==> config.mk <==
export PLATFORM = sky130hd
export DESIGN_NAME = fetch_pc_unit
export DESIGN_NICKNAME = d
export VERILOG_FILES = /design/src/rtl/fetch_pc_unit.sv
export SDC_FILE = /design/constraint.sdc
export NUM_CORES = 1
export LEC_CHECK = 0
export ABC_CLOCK_PERIOD_IN_PS = 2600
export BUFFER_PORTS_ARGS = -buffer_cell sky130_fd_sc_hd__buf_2
export CAP_MARGIN = 10
export CORE_ASPECT_RATIO = 2
export CORE_MARGIN = 3
export CORE_UTILIZATION = 40
export CTS_BUF_LIST = sky130_fd_sc_hd__clkbuf_8 sky130_fd_sc_hd__clkbuf_16
export DETAILED_ROUTE_END_ITERATION = 10
export PLACE_DENSITY = 0.78
export SLEW_MARGIN = 20
export SYNTH_ARGS = -nofsm -noshare
export SYNTH_HDL_FRONTEND = slang
export SYNTH_SLANG_ARGS = --single-unit
==> constraint.sdc <==
create_clock -name clk -period 2.6 [get_ports clk]
set_input_delay 0.52 -clock clk [delete_from_list [all_inputs] [get_ports clk]]
set_output_delay 0.52 -clock clk [all_outputs]
set_load 0.03 [all_outputs]
==> src/rtl/fetch_pc_unit.sv <==
// Fetch-stage PC register, next-PC select and IF/ID pipeline register.
// Stops fetching on HLT; only rst leaves the halted state.
module fetch_pc_unit #(
    parameter logic [15:0] RESET_PC   = 16'h0000,
    parameter logic [3:0]  HLT_OPCODE = 4'hF
) (
    input  logic        clk,
    input  logic        rst,
    input  logic        stall,
    input  logic        update_PC,
    input  logic [15:0] actual_target,
    input  logic [15:0] instr,
    input  logic [1:0]  prediction,
    input  logic [15:0] predicted_target,
    output logic [15:0] PC_curr,
    output logic        pred_enable,
    output logic [15:0] IF_ID_PC_curr,
    output logic [15:0] IF_ID_PC_next,
    output logic [15:0] IF_ID_instr,
    output logic [1:0]  IF_ID_prediction,
    output logic [15:0] IF_ID_predicted_target,
    output logic        IF_ID_valid,
    output logic        halted,
    output logic [15:0] fetch_count
);

    typedef enum logic {
        RUN,
        HALTED
    } state_t;

    state_t state_q;
    state_t state_d;

    logic [15:0] pc_d;
    logic [15:0] pc_plus2;
    logic [15:0] if_pc_d;
    logic [15:0] if_next_d;
    logic [15:0] if_instr_d;
    logic [1:0]  if_pred_d;
    logic [15:0] if_ptgt_d;
    logic        if_valid_d;
    logic [15:0] cnt_d;

    logic is_hlt;
    logic sel_hold;
    logic sel_redir;
    logic sel_halt;
    logic sel_taken;
    logic sel_seq;
    logic do_bubble;
    logic do_latch;

    assign pc_plus2 = PC_curr + 16'd2;
    assign is_hlt   = (instr[15:12] == HLT_OPCODE);

    // Mutually exclusive selects encode the stall > redirect > HLT > taken
    // > sequential priority, so the decoder below can be unique.
    assign sel_hold  = stall;
    assign sel_redir = ~stall & update_PC;
    assign sel_halt  = ~stall & ~update_PC & is_hlt;
    assign sel_taken = ~stall & ~update_PC & ~is_hlt & prediction[1];
    assign sel_seq   = ~stall & ~update_PC & ~is_hlt & ~prediction[1];

    assign halted      = (state_q == HALTED);
    assign pred_enable = ~stall & ~halted;

    // Next-state, next-PC and IF/ID load decision.
    always_comb begin
        state_d    = state_q;
        pc_d       = PC_curr;
        do_bubble  = 1'b0;
        do_latch   = 1'b0;
        if_pc_d    = IF_ID_PC_curr;
        if_next_d  = IF_ID_PC_next;
        if_instr_d = IF_ID_instr;
        if_pred_d  = IF_ID_prediction;
        if_ptgt_d  = IF_ID_predicted_target;
        if_valid_d = IF_ID_valid;
        cnt_d      = fetch_count;
        unique case (state_q)
            RUN: begin
                unique case (1'b1)
                    sel_hold: ;
                    sel_redir: begin
                        pc_d      = {actual_target[15:1], 1'b0};
                        do_bubble = 1'b1;
                    end
                    sel_halt: begin
                        do_latch = 1'b1;
                        state_d  = HALTED;
                    end
                    sel_taken: begin
                        do_latch = 1'b1;
                        pc_d     = {predicted_target[15:1], 1'b0};
                    end
                    sel_seq: begin
                        do_latch = 1'b1;
                        pc_d     = pc_plus2;
                    end
                    default: ;
                endcase
            end
            HALTED: begin
                do_bubble = ~stall;
            end
            default: ;
        endcase
        if (do_bubble) begin
            if_pc_d    = 16'h0000;
            if_next_d  = 16'h0000;
            if_instr_d = 16'h0000;
            if_pred_d  = 2'b00;
            if_ptgt_d  = 16'h0000;
            if_valid_d = 1'b0;
        end
        if (do_latch) begin
            if_pc_d    = PC_curr;
            if_next_d  = pc_plus2;
            if_instr_d = instr;
            if_pred_d  = prediction;
            if_ptgt_d  = predicted_target;
            if_valid_d = 1'b1;
            cnt_d      = fetch_count + 16'd1;
        end
    end

    // State, PC, IF/ID and fetch counter registers.
    always_ff @(posedge clk) begin
        if (rst) begin
            state_q                <= RUN;
            PC_curr                <= RESET_PC;
            IF_ID_PC_curr          <= 16'h0000;
            IF_ID_PC_next          <= 16'h0000;
            IF_ID_instr            <= 16'h0000;
            IF_ID_prediction       <= 2'b00;
            IF_ID_predicted_target <= 16'h0000;
            IF_ID_valid            <= 1'b0;
            fetch_count            <= 16'h0000;
        end else begin
            state_q                <= state_d;
            PC_curr                <= pc_d;
            IF_ID_PC_curr          <= if_pc_d;
            IF_ID_PC_next          <= if_next_d;
            IF_ID_instr            <= if_instr_d;
            IF_ID_prediction       <= if_pred_d;
            IF_ID_predicted_target <= if_ptgt_d;
            IF_ID_valid            <= if_valid_d;
            fetch_count            <= cnt_d;
        end
    end

endmodule

# After elaboration in Yosys (flattened, before gate mapping)
# Cells that the tools add are included.
[classes]
magnitude_cmp = 0
div = 0
mul = 0
bitwise = 12
n_eq_ne = 1
add_sub_neg = 2
muxes = 16
shift = 0
reduce_logical = 4
[op_table]
columns = ["op", "n"]
rows = [
  ["2-to-1 mux 16 bit", 5],
  ["one-hot mux 16 bit (3 select lines)", 1],
  ["adder 16 x 1 -> 16 bit (second input constant)", 1],
  ["adder 16 x 2 -> 16 bit (second input constant)", 1],
  ["AND 1 bit", 7],
  ["2-to-1 mux 1 bit", 7],
  ["inverter 1 bit", 5],
  ["equality test 4 bit (second input constant)", 1],
  ["2-to-1 mux 2 bit", 2],
  ["nonzero test 3 bit", 1],
  ["OR reduction 3 bit", 1],
  ["one-hot mux 1 bit (2 select lines)", 1],
  ["AND reduction 2 bit", 1],
  ["nonzero test 2 bit", 1],
]
[totals]
inputBits = 54
romBits = 0
output_inout_bits = 101
latch_bits = 0
word_cells = 44
register_bits = 100
memories = 0
mem_bits_rw = 0

# Depth between registers and ports, before layout
# Gate-level depths: netlist (run 1).
[depth]
ltp_word = 8
ltp_mapped = 7
depth_no_buf = 6

# Least setup slack after synthesis (run 1)
# No wires, ideal clock.
[synth_path]
kind = "register to register"
startpoint = "reg PC_curr[4]"
endpoint = "reg PC_curr[9]"
path_buffers = 2
synth_period_minus_slack_ps = 1823
setup_time_ps = 133
setup_slack_ps = 777
t_arrival_ps = 1691
path_stages_with_launch = 8
cell_sequence = "dfxtp_1 -> buf_2 -> and4_1 -> buf_2 -> nand4_1 -> xnor2_1 -> a221oi_1 -> a211oi_2"
[synth_between]
elab_chain_cells = 2
[synth_lines]
columns = ["element", "line_no", "source"]
rows = [
  ["from (decl)", "15", "output logic [15:0] PC_curr,"],
  ["from (signal assigned)", "142", "PC_curr <= pc_d;"],
  ["adder 16 x 2 -> 16 bit", "54", "assign pc_plus2 = PC_curr + 16'd2;"],
  ["one-hot mux 16 bit (3 select lines)", "83", "unique case (1'b1)"],
]
# No other way between the ends.
# A chain may end at the register's enable or synchronous reset.

# Worst setup path in the final report (run 1)
[layout_path]
startpoint = "reg PC_curr[3]"
endpoint = "reg PC_curr[9]"
# The elaborated chain is that of the path after synthesis.

==> results of run 1 <==
[layout make-up]
cell class / instances / area [sq um]
antenna: 1 / 2.50
clock buffer: 10 / 239
clock inverter: 5 / 25.0
fill: 932 / 4670
inverter: 3 / 11.3
multi-input combinational: 317 / 1890
sequential: 97 / 1940
tap: 132 / 165
timing repair buffer: 157 / 818
[cells by family after synthesis]
| family | Yosys count | share of synthesized area, % |
|---|---|---|
| multiplexers | 3 | 0.746 |
| other | 1 | 0.0932 |
| AND/OR/NAND/NOR | 175 | 20.4 |
| adder cells (fa/ha/maj) | 2 | 0.622 |
| buffers and inverters | 44 | 5.01 |
| XOR/XNOR | 26 | 5.66 |
| flip-flops | 97 | 48.3 |
| AO/OA/AOI/OAI | 108 | 19.2 |
[worst max-delay path, stage by stage (launching register included)]
cell      delay [ns]
dfxtp_1         0.50
and4_1          0.39
nand4_1         0.18
xnor2_1         0.23
a221oi_1        0.36
a211oi_2        0.11
[per-stage QoR]
| stage | cell area [sq um] | worst slack (ns) | instances |
|---|---|---|---|
| global route | 5100 | 0.641 | 722 |
| floorplan | 4030 | 0.777 | 458 |
| global placement | 4830 | 0.704 | 706 |
| CTS | 5090 | 0.735 | 721 |
| finish | 5100 | 0.680 | 722 |
| detailed placement | 4830 | 0.654 | 706 |
[path summary, 6_finish.rpt]
kind	endpoint	cells after the start	from	slack (ns)
worst max-delay path	PC_curr[9]	5	PC_curr[3]	0.68
worst min-delay path	IF_ID_instr[0]	3	instr[0]	0.42
worst max register to register	PC_curr[9]	5	PC_curr[3]	0.68
worst min register to register	IF_ID_PC_next[1]	2	IF_ID_PC_next[1]	0.46
[cell usage in the layout (no fill, tap or decap), drive strengths merged, types with 2 or more instances in the layout]
cell type and instances:
dfxtp 97, and4 4, xor2 11, nor4 3, inv 5, nand2b 3, conb 3, o21a 3
o311ai 2, o211ai 4, nand4 9, a221oi 2, nor2 97, o22ai 2, nand3 15, o21ai 6
a211oi 14, clkinv 2, buf 157, clkbuf 10, mux2i 3, and2 2, nor3 5, a22oi 60
ha 2, or4 2, xnor2 15, nand2 22, and3 10, a21oi 13
[registers in the layout (all words and copies together), names as in the netlist]
name	count
IF_ID_PC_curr	15
halted	1
fetch_count	16
PC_curr	15
IF_ID_prediction	2
IF_ID_PC_next	15
IF_ID_valid	1
IF_ID_predicted_target	16
IF_ID_instr	16
[power by group]
part / internal (uW) / switching [uW] / total [uW]
clock network: 659 / 540 / 1200
logic: 148 / 313 / 461
registers: 1540 / 56.0 / 1600
total: 2350 / 909 / 3260
[routing by layer]
layer	global-route usage (%)	vias up
li1	-	1870
met1	22.1	1876
met2	39.0	155
met3	4.21	31
met4	15.5	0
met5	0	-
==> flow_summary.toml, run 1 <==
[run_status]
status = "finished, final reports clean"

[routing]
drt_iter0_drc = 436
antenna_left = 0
drtPass1Iterations = 6
vias = 3932
routed_via_density = 5.45
wl_per_cell_um = 17.3
top_layer_used = "met4"
route.detailed.drc = 0
met2_length_mm = 6.71
wl_mm = 12.5
wl_met1_mm = 4.56
routed-wl-met3_um = 595

[final_layout]
fin_util_pct = 52.2
nNetsFinal = 641
area_growth_pct = 26.7
drive_gt1_share_pct = 30.2

[worst_hold_path]
hold_class = "in -> reg"

[worst_setup_path]
cp_max_fo = 9
end_kind = "register"
cp_data_required_time_ns = 2.79
cp-start-kind = "register"
crit_arrival_ns = 2.11
worstSetupPathType = "reg -> reg"

[floorplan]
design.core.area_sq_mm = 0.00976
io_pins = 155
placementRows = 51
die_x_um = 76.9
initial_utilization_pct = 41.2
die_h_um = 148
die_area_sq_mm = 0.0114

[synthesis]
ys_top_cells_by_area = "dfxtp_1 48%, a22oi_1 11%, nor2_1 8.9%"
yosys-top-cells-count = "97 x dfxtp_1, 95 x nor2_1, 60 x a22oi_1, 21 x nand2_1, 18 x clkbuf_1"
yosysTopAreaCell = "dfxtp_1"
synth_area_sq_mm = 0.00402
ys_seq_elements = 97
yosys_most_used_dff = "dfxtp_1"
async_flop_share_pct = 0
yosysMostFrequentCell = "dfxtp_1"
syn_inst = 456
ys.warnings.count = 0
synth-edff-count = 0
yosysUniqueCellTypes = 44
synth_top_area_share_pct = 48.3
ys_seq_area_share_pct = 48.3
syn_avg_cell_area_sq_um = 8.82

[power_and_ir_drop]
leakage_uw = 0.00228
ir_drop_uv = 342
finalPower_uw = 3260
power_density_mw_per_mm2 = 639

[placement]
gp_congestion = 0.880
hpwl_mm = 9.17
io_buffers = 150

[timing]
fin_crit_sh_pct = 73.8
rsz0062_at_grt = "no"
period_minus_slack_ns = 1.92
worstMarginPinSlew_ns = 0.761
fmax_ghz = 0.521
finalHoldViolCount = 0
relSlewSlack_pct = 49.3
slew_violations = 0
tns_ns = 0
hold_slack_ns = 0.420
setup_viol = 0
clock_skew_ns = 0.00811

[cts]
cts_max_level = 3
clk_path_buf_depth = 2
post-cts-setup-buffers = 0
clk_pin_slew_ns = 0.07
cts_resized = 0
root_buffer = "clkbuf_16"
cts_buffers = 9
worst_skew_pair.late_latency_ns = 0.34
cts_tree = "yes"
cts-hold-fix-buffers = 0
numClockSinks = 97

[global_routing]
grt_max_degree = 73
grt_overflow_total = 0
track_usage_pct = 21.7
grt_first_pass_wirelength_mm = 19.6
antenna_found_initial = 1
grt_pass1_vias = 3849

[job]
max_cap_violations = 0
(Power assumes the default switching activity.)
==> run 2, diff against run 1 <==
--- a/config.mk
+++ b/config.mk
@@ -5,7 +5,7 @@
 export SDC_FILE = /design/constraint.sdc
 export NUM_CORES = 1
 export LEC_CHECK = 0
-export ABC_CLOCK_PERIOD_IN_PS = 2600
+export ABC_CLOCK_PERIOD_IN_PS = 1650
 export BUFFER_PORTS_ARGS = -buffer_cell sky130_fd_sc_hd__buf_2
 export CAP_MARGIN = 10
 export CORE_ASPECT_RATIO = 2
@@ -13,7 +13,7 @@
 export CORE_UTILIZATION = 40
 export CTS_BUF_LIST = sky130_fd_sc_hd__clkbuf_8 sky130_fd_sc_hd__clkbuf_16
 export DETAILED_ROUTE_END_ITERATION = 10
-export PLACE_DENSITY = 0.78
+export PLACE_DENSITY = 0.81
 export SLEW_MARGIN = 20
 export SYNTH_ARGS = -nofsm -noshare
 export SYNTH_HDL_FRONTEND = slang
==> constraint.sdc (replaced) <==
create_clock -name clk -period 1.65 [get_ports clk]
set_input_delay 0.33 -clock clk [delete_from_list [all_inputs] [get_ports clk]]
set_output_delay 0.33 -clock clk [all_outputs]
set_load 0.03 [all_outputs]
==> flow_summary.toml, run 2 (synthesized netlist as in run 1, its figures left out) <==
[run_status]
status = "finished, final reports clean"

[floorplan]
design.core.area_sq_mm = 0.00976
io_pins = 155
die_h_um = 148
initial_utilization_pct = 41.2
placementRows = 51
die_x_um = 76.9
die_area_sq_mm = 0.0114

[job]
max_cap_violations = 0

[power_and_ir_drop]
finalPower_uw = 5610
p_int_uw = 4170
leakage_uw = 0.00246
ir_drop_uv = 729
swShare_pct = 25.6
p_sw_uw = 1440
power_density_mw_per_mm2 = 1030
p_comb_share_pct = 14.4
power_frac_seq_pct = 44.8
power_frac_clock_pct = 40.8

[cts]
cts_tree = "yes"
root_buffer = "clkbuf_16"
numClockSinks = 97
clk_path_buf_depth = 2
worst_skew_pair.late_latency_ns = 0.34
cts_buffers = 9
cts_max_level = 3
clk_pin_slew_ns = 0.06

[global_routing]
grt_max_degree = 51
antenna_found_initial = 0
grt_first_pass_wirelength_mm = 19.9
grt_overflow_total = 0
track_usage_pct = 22.4
grt_pass1_vias = 3940

[worst_setup_path]
cp-start-kind = "register"
cp_max_fo = 10
crit_arrival_ns = 1.83
worstSetupPathType = "reg -> reg"
cp_data_required_time_ns = 1.90
end_kind = "register"

[final_layout]
layout_commonest_cell = "buf_2"
nNetsFinal = 668
diodes = 0
mostFrequentLayoutCells = "149 x buf_2, 95 x nor2_1, 89 x dfxtp_1"
drive_gt1_share_pct = 36.0
area_growth_pct = 35.4
reg_top3 = "IF_ID_instr (16), IF_ID_predicted_target (16), fetch_count (16)"
final-instance-count-excl-fill = 746

[timing]
tns_ns = 0
finalHoldViolCount = 0
period_minus_slack_ns = 1.59
fin_crit_sh_pct = 96.1
slew_violations = 0
clock_skew_ns = 0.00573
fmax_ghz = 0.630
worstMarginPinSlew_ns = 0.496
relSlewSlack_pct = 66.7
setup_viol = 0

[routing]
route.detailed.drc = 0
vias = 4057
antenna_left = 0
wl_mm = 13.0
routed_via_density = 5.44
drt_iter0_drc = 271
wl_per_cell_um = 17.4
drtPass1Iterations = 4

[placement]
gp_congestion = 0.934
post-place-cells = 730
io_buffers = 150
hpwl_mm = 9.65

[worst_hold_path]
hold_class = "in -> reg"
-- run 2: layout make-up --
| cell class | instances | area, sq um |
|---|---|---|
| Clock inverter | 4 | 95.1 |
| Fill cell | 898 | 4310 |
| Clock buffer | 9 | 225 |
| Timing Repair Buffer | 184 | 1050 |
| Tap cell | 132 | 165 |
| Sequential cell | 97 | 1950 |
| Inverter | 3 | 11.3 |
| Multi-Input combinational cell | 317 | 1950 |
-- run 2: per-stage QoR --
stage | area (sq um) | hold WS (ns) | setup WS, ns | utilization [%]
6_report | 5450 | 0.230 | 0.0636 | 55.8
5_1_grt | 5450 | 0.231 | -0.00903 | 55.8
4_1_cts | 5380 | 0.216 | 0.0224 | 55.1
3_5_place_dp | 5050 | 0.448 | -0.0320 | 51.8
3_3_place_gp | 5050 | 0.441 | -0.0458 | 51.8
2_1_floorplan | 4050 | 0.478 | 0.00277 | -
-- run 2: critical path: stages (launching register included) --
cell and delay [ns]:
dfxtp_2 0.45, nand4_1 0.21, nor4_2 0.31, xnor2_1 0.19, nand2_1 0.07, a211oi_1 0.25
-- run 2: path summary, 6_finish.rpt --
path / from / to / slack [ns] / cells after the start
worst min register to register: IF_ID_PC_next[1] / IF_ID_PC_next[1] / 0.46 / 2
worst max-delay path: PC_curr[7] / PC_curr[14] / 0.06 / 5
worst min-delay path: instr[9] / IF_ID_instr[9] / 0.23 / 3
worst max register to register: PC_curr[7] / PC_curr[14] / 0.06 / 5
-- run 2: routing by layer --
metal	GRT usage (%)	share of wire (%)	vias up
met5	0	0	-
met4	13.9	5.6	0
met3	4.15	5.4	46
li1	-	-	1921
met2	42.1	55	166
met1	21.9	34	1924
-- run 2: power by group through the flow --
stage / sequential (uW) / clock, uW / combinational, uW
3_3_place_gp: 2550 / 0 / 777
4_1_cts: 2510 / 2320 / 797
2_1_floorplan: 2710 / 0 / 327
6_report: 2510 / 2290 / 806
3_5_place_dp: 2560 / 0 / 792
5_1_grt: 2520 / 2420 / 862
-- run 2: timing repair --
item	in CTS	in global routing
hold buffers	0	0
endpoints found under the setup margin	2	14
resized for setup	1	10
setup buffers	0	3
pin swaps	0	3
==> run 3, diff against run 2 <==
--- a/config.mk
+++ b/config.mk
@@ -5,15 +5,16 @@
 export SDC_FILE = /design/constraint.sdc
 export NUM_CORES = 1
 export LEC_CHECK = 0
+export ABC_AREA = 1
 export ABC_CLOCK_PERIOD_IN_PS = 1650
 export BUFFER_PORTS_ARGS = -buffer_cell sky130_fd_sc_hd__buf_2
 export CAP_MARGIN = 10
 export CORE_ASPECT_RATIO = 2
 export CORE_MARGIN = 3
 export CORE_UTILIZATION = 40
-export CTS_BUF_LIST = sky130_fd_sc_hd__clkbuf_8 sky130_fd_sc_hd__clkbuf_16
+export CTS_BUF_LIST = sky130_fd_sc_hd__clkbuf_16
 export DETAILED_ROUTE_END_ITERATION = 10
-export PLACE_DENSITY = 0.81
+export PLACE_DENSITY = 0.8
 export SLEW_MARGIN = 20
 export SYNTH_ARGS = -nofsm -noshare
 export SYNTH_HDL_FRONTEND = slang
==> flow_summary.toml, run 3 <==
[run_status]
status = "finished, final reports clean"

[synthesis]
ys.warnings.count = 0
synth_area_sq_mm = 0.00439
yosysMostFrequentCell = "nand2_1"
syn_avg_cell_area_sq_um = 6.88
ys_seq_elements = 97
yosysUniqueCellTypes = 31
yosysTopAreaCell = "dfxtp_1"
yosys_most_used_dff = "dfxtp_1"
async_flop_share_pct = 0
synth-edff-count = 0
syn_inst = 639
ys_seq_area_share_pct = 44.2
ys_top_cells_by_area = "dfxtp_1 44%, nand2_1 20%, a21oi_1 10%"
yosys-top-cells-count = "238 x nand2_1, 97 x dfxtp_1, 90 x a21oi_1, 52 x nor2_1, 32 x inv_1"
synth_top_area_share_pct = 44.2

[final_layout]
fin_util_pct = 53.7
nNetsFinal = 845
area_growth_pct = 29.6
reg_top3 = "IF_ID_instr (16), IF_ID_predicted_target (16), fetch_count (16)"
layout_commonest_cell = "nand2_1"
nFillCells = 1084
drive_gt1_share_pct = 26.1
mostFrequentLayoutCells = "238 x nand2_1, 150 x buf_2, 97 x dfxtp_1"

[placement]
hpwl_mm = 9.55
gp_congestion = 0.861
pre_cts_slack_ns = 0.150
io_buffers = 150

[cts]
root_buffer = "clkbuf_16"
cts_tree = "yes"
numClockSinks = 97
cts-hold-fix-buffers = 0
cts_buffers = 9
post-cts-setup-buffers = 0
cts_max_level = 3
clk_pin_slew_ns = 0.07
worst_skew_pair.late_latency_ns = 0.34
clk_path_buf_depth = 2
cts_resized = 0

[worst_setup_path]
crit_slowest_cell = "dfxtp_1"
crit_start = "PC_curr[8]"
cp_max_fo = 6
cp_data_required_time_ns = 1.32
path_depth = 2
path_cells = "buf_4 -> buf_2"
reg2reg_depth = 7
crit_path_end = "PC_curr[8]"
max_stage_delay_ns = 0.50
end_kind = "output port"
r2r_end = "fetch_count[15]"
critical_path_buf_inv_count = 2
crit_arrival_ns = 1.21
cp-start-kind = "register"
r2r_slack_ns = 0.23
worstSetupPathType = "reg -> out"
cpLargestDelayFamily = "flip-flops"
crit-reg2reg-launch = "fetch_count[3]"

[timing]
tns_ns = 0
setup_viol = 0
fin_crit_sh_pct = 93.4
setup_slack_ns = 0.110
fmax_ghz = 0.649
hold_slack_ns = 0.225
period_minus_slack_ns = 1.54
slew_violations = 0
clock_skew_ns = 0.0101
finalHoldViolCount = 0
rsz0062_at_grt = "no"

[routing]
antenna_left = 0
wl_mm = 12.7
drtPass1Iterations = 4
routed_via_density = 4.86
drt_iter0_drc = 219
wl_per_cell_um = 13.7
vias = 4526
route.detailed.drc = 0

[floorplan]
die_area_sq_mm = 0.0124
die_x_um = 80.1
design.core.area_sq_mm = 0.0106
io_pins = 155
placementRows = 53
initial_utilization_pct = 41.4
die_h_um = 154

[power_and_ir_drop]
leakage_uw = 0.00255
power_density_mw_per_mm2 = 1020
ir_drop_uv = 667

[global_routing]
grt_pass1_vias = 4231
track_usage_pct = 21.1
grt_first_pass_wirelength_mm = 20.6
grt_max_degree = 66
grt_overflow_total = 0
antenna_found_initial = 1

[worst_hold_path]
hold_class = "in -> reg"

[job]
max_cap_violations = 0
run 3: metal layers:
metal | GRT usage [%] | vias to the layer above | wire [um]
li1 | - | 2331 | -
met1 | 23.8 | 2048 | 4900
met2 | 37.0 | 119 | 6880
met3 | 3.79 | 28 | 502
met4 | 10.3 | 0 | 439
met5 | 0 | - | 0
run 3: worst min path at each step:
stage                              startpoint                         to  slack, ns  depth (start not counted)
after global placement         IF_ID_instr[8]             IF_ID_instr[8]       0.44                          2
after floorplan           predicted_target[5]  IF_ID_predicted_target[5]       0.47                          2
final                                instr[2]             IF_ID_instr[2]       0.23                          3
after detailed placement    IF_ID_PC_next[14]          IF_ID_PC_next[14]       0.44                          2
after global routing            prediction[0]        IF_ID_prediction[0]       0.22                          3
after CTS                            instr[2]             IF_ID_instr[2]       0.21                          3
run 3: cell families after synthesis:
group,synth area share [%]
AO/OA/AOI/OAI,14.4
XOR/XNOR,1.20
adder cells (fa/ha/maj),0.569
buffers and inverters,7.32
flip-flops,44.2
other,0.0853
AND/OR/NAND/NOR,32.3
run 3: through the flow:
| stage | total power (uW) | cell area (sq um) | std cells |
|---|---|---|---|
| global route | 6070 | 5690 | 932 |
| finish | 5840 | 5690 | 932 |
| detailed placement | 3340 | 5320 | 915 |
| CTS | 5890 | 5690 | 931 |
| floorplan | 3050 | 4400 | 641 |
| global placement | 3330 | 5320 | 915 |
run 3: worst min-delay path, cell delays in order:
cell and delay, ns:
buf_2 0.09, nand2_1 0.05, a21oi_1 0.05
run 3: area by class of cell:
class | count | area [sq um] | share of cell area, %
sequential | 97 | 1940 | 34.1
inverter | 36 | 135 | 2.37
clock buffer | 9 | 225 | 3.96
multi-input combinational | 474 | 2140 | 37.6
tap | 137 | 171 | 3.01
antenna | 1 | 2.50 | 0.0440
timing repair buffer | 171 | 933 | 16.4
clock inverter | 7 | 141 | 2.48
run 3: power breakdown:
| group | total (uW) | internal (uW) | switching [uW] |
|---|---|---|---|
| sequential | 2500 | 2430 | 74.1 |
| clock | 2540 | 1640 | 907 |
| combinational | 786 | 252 | 535 |
| total | 5840 | 4320 | 1520 |
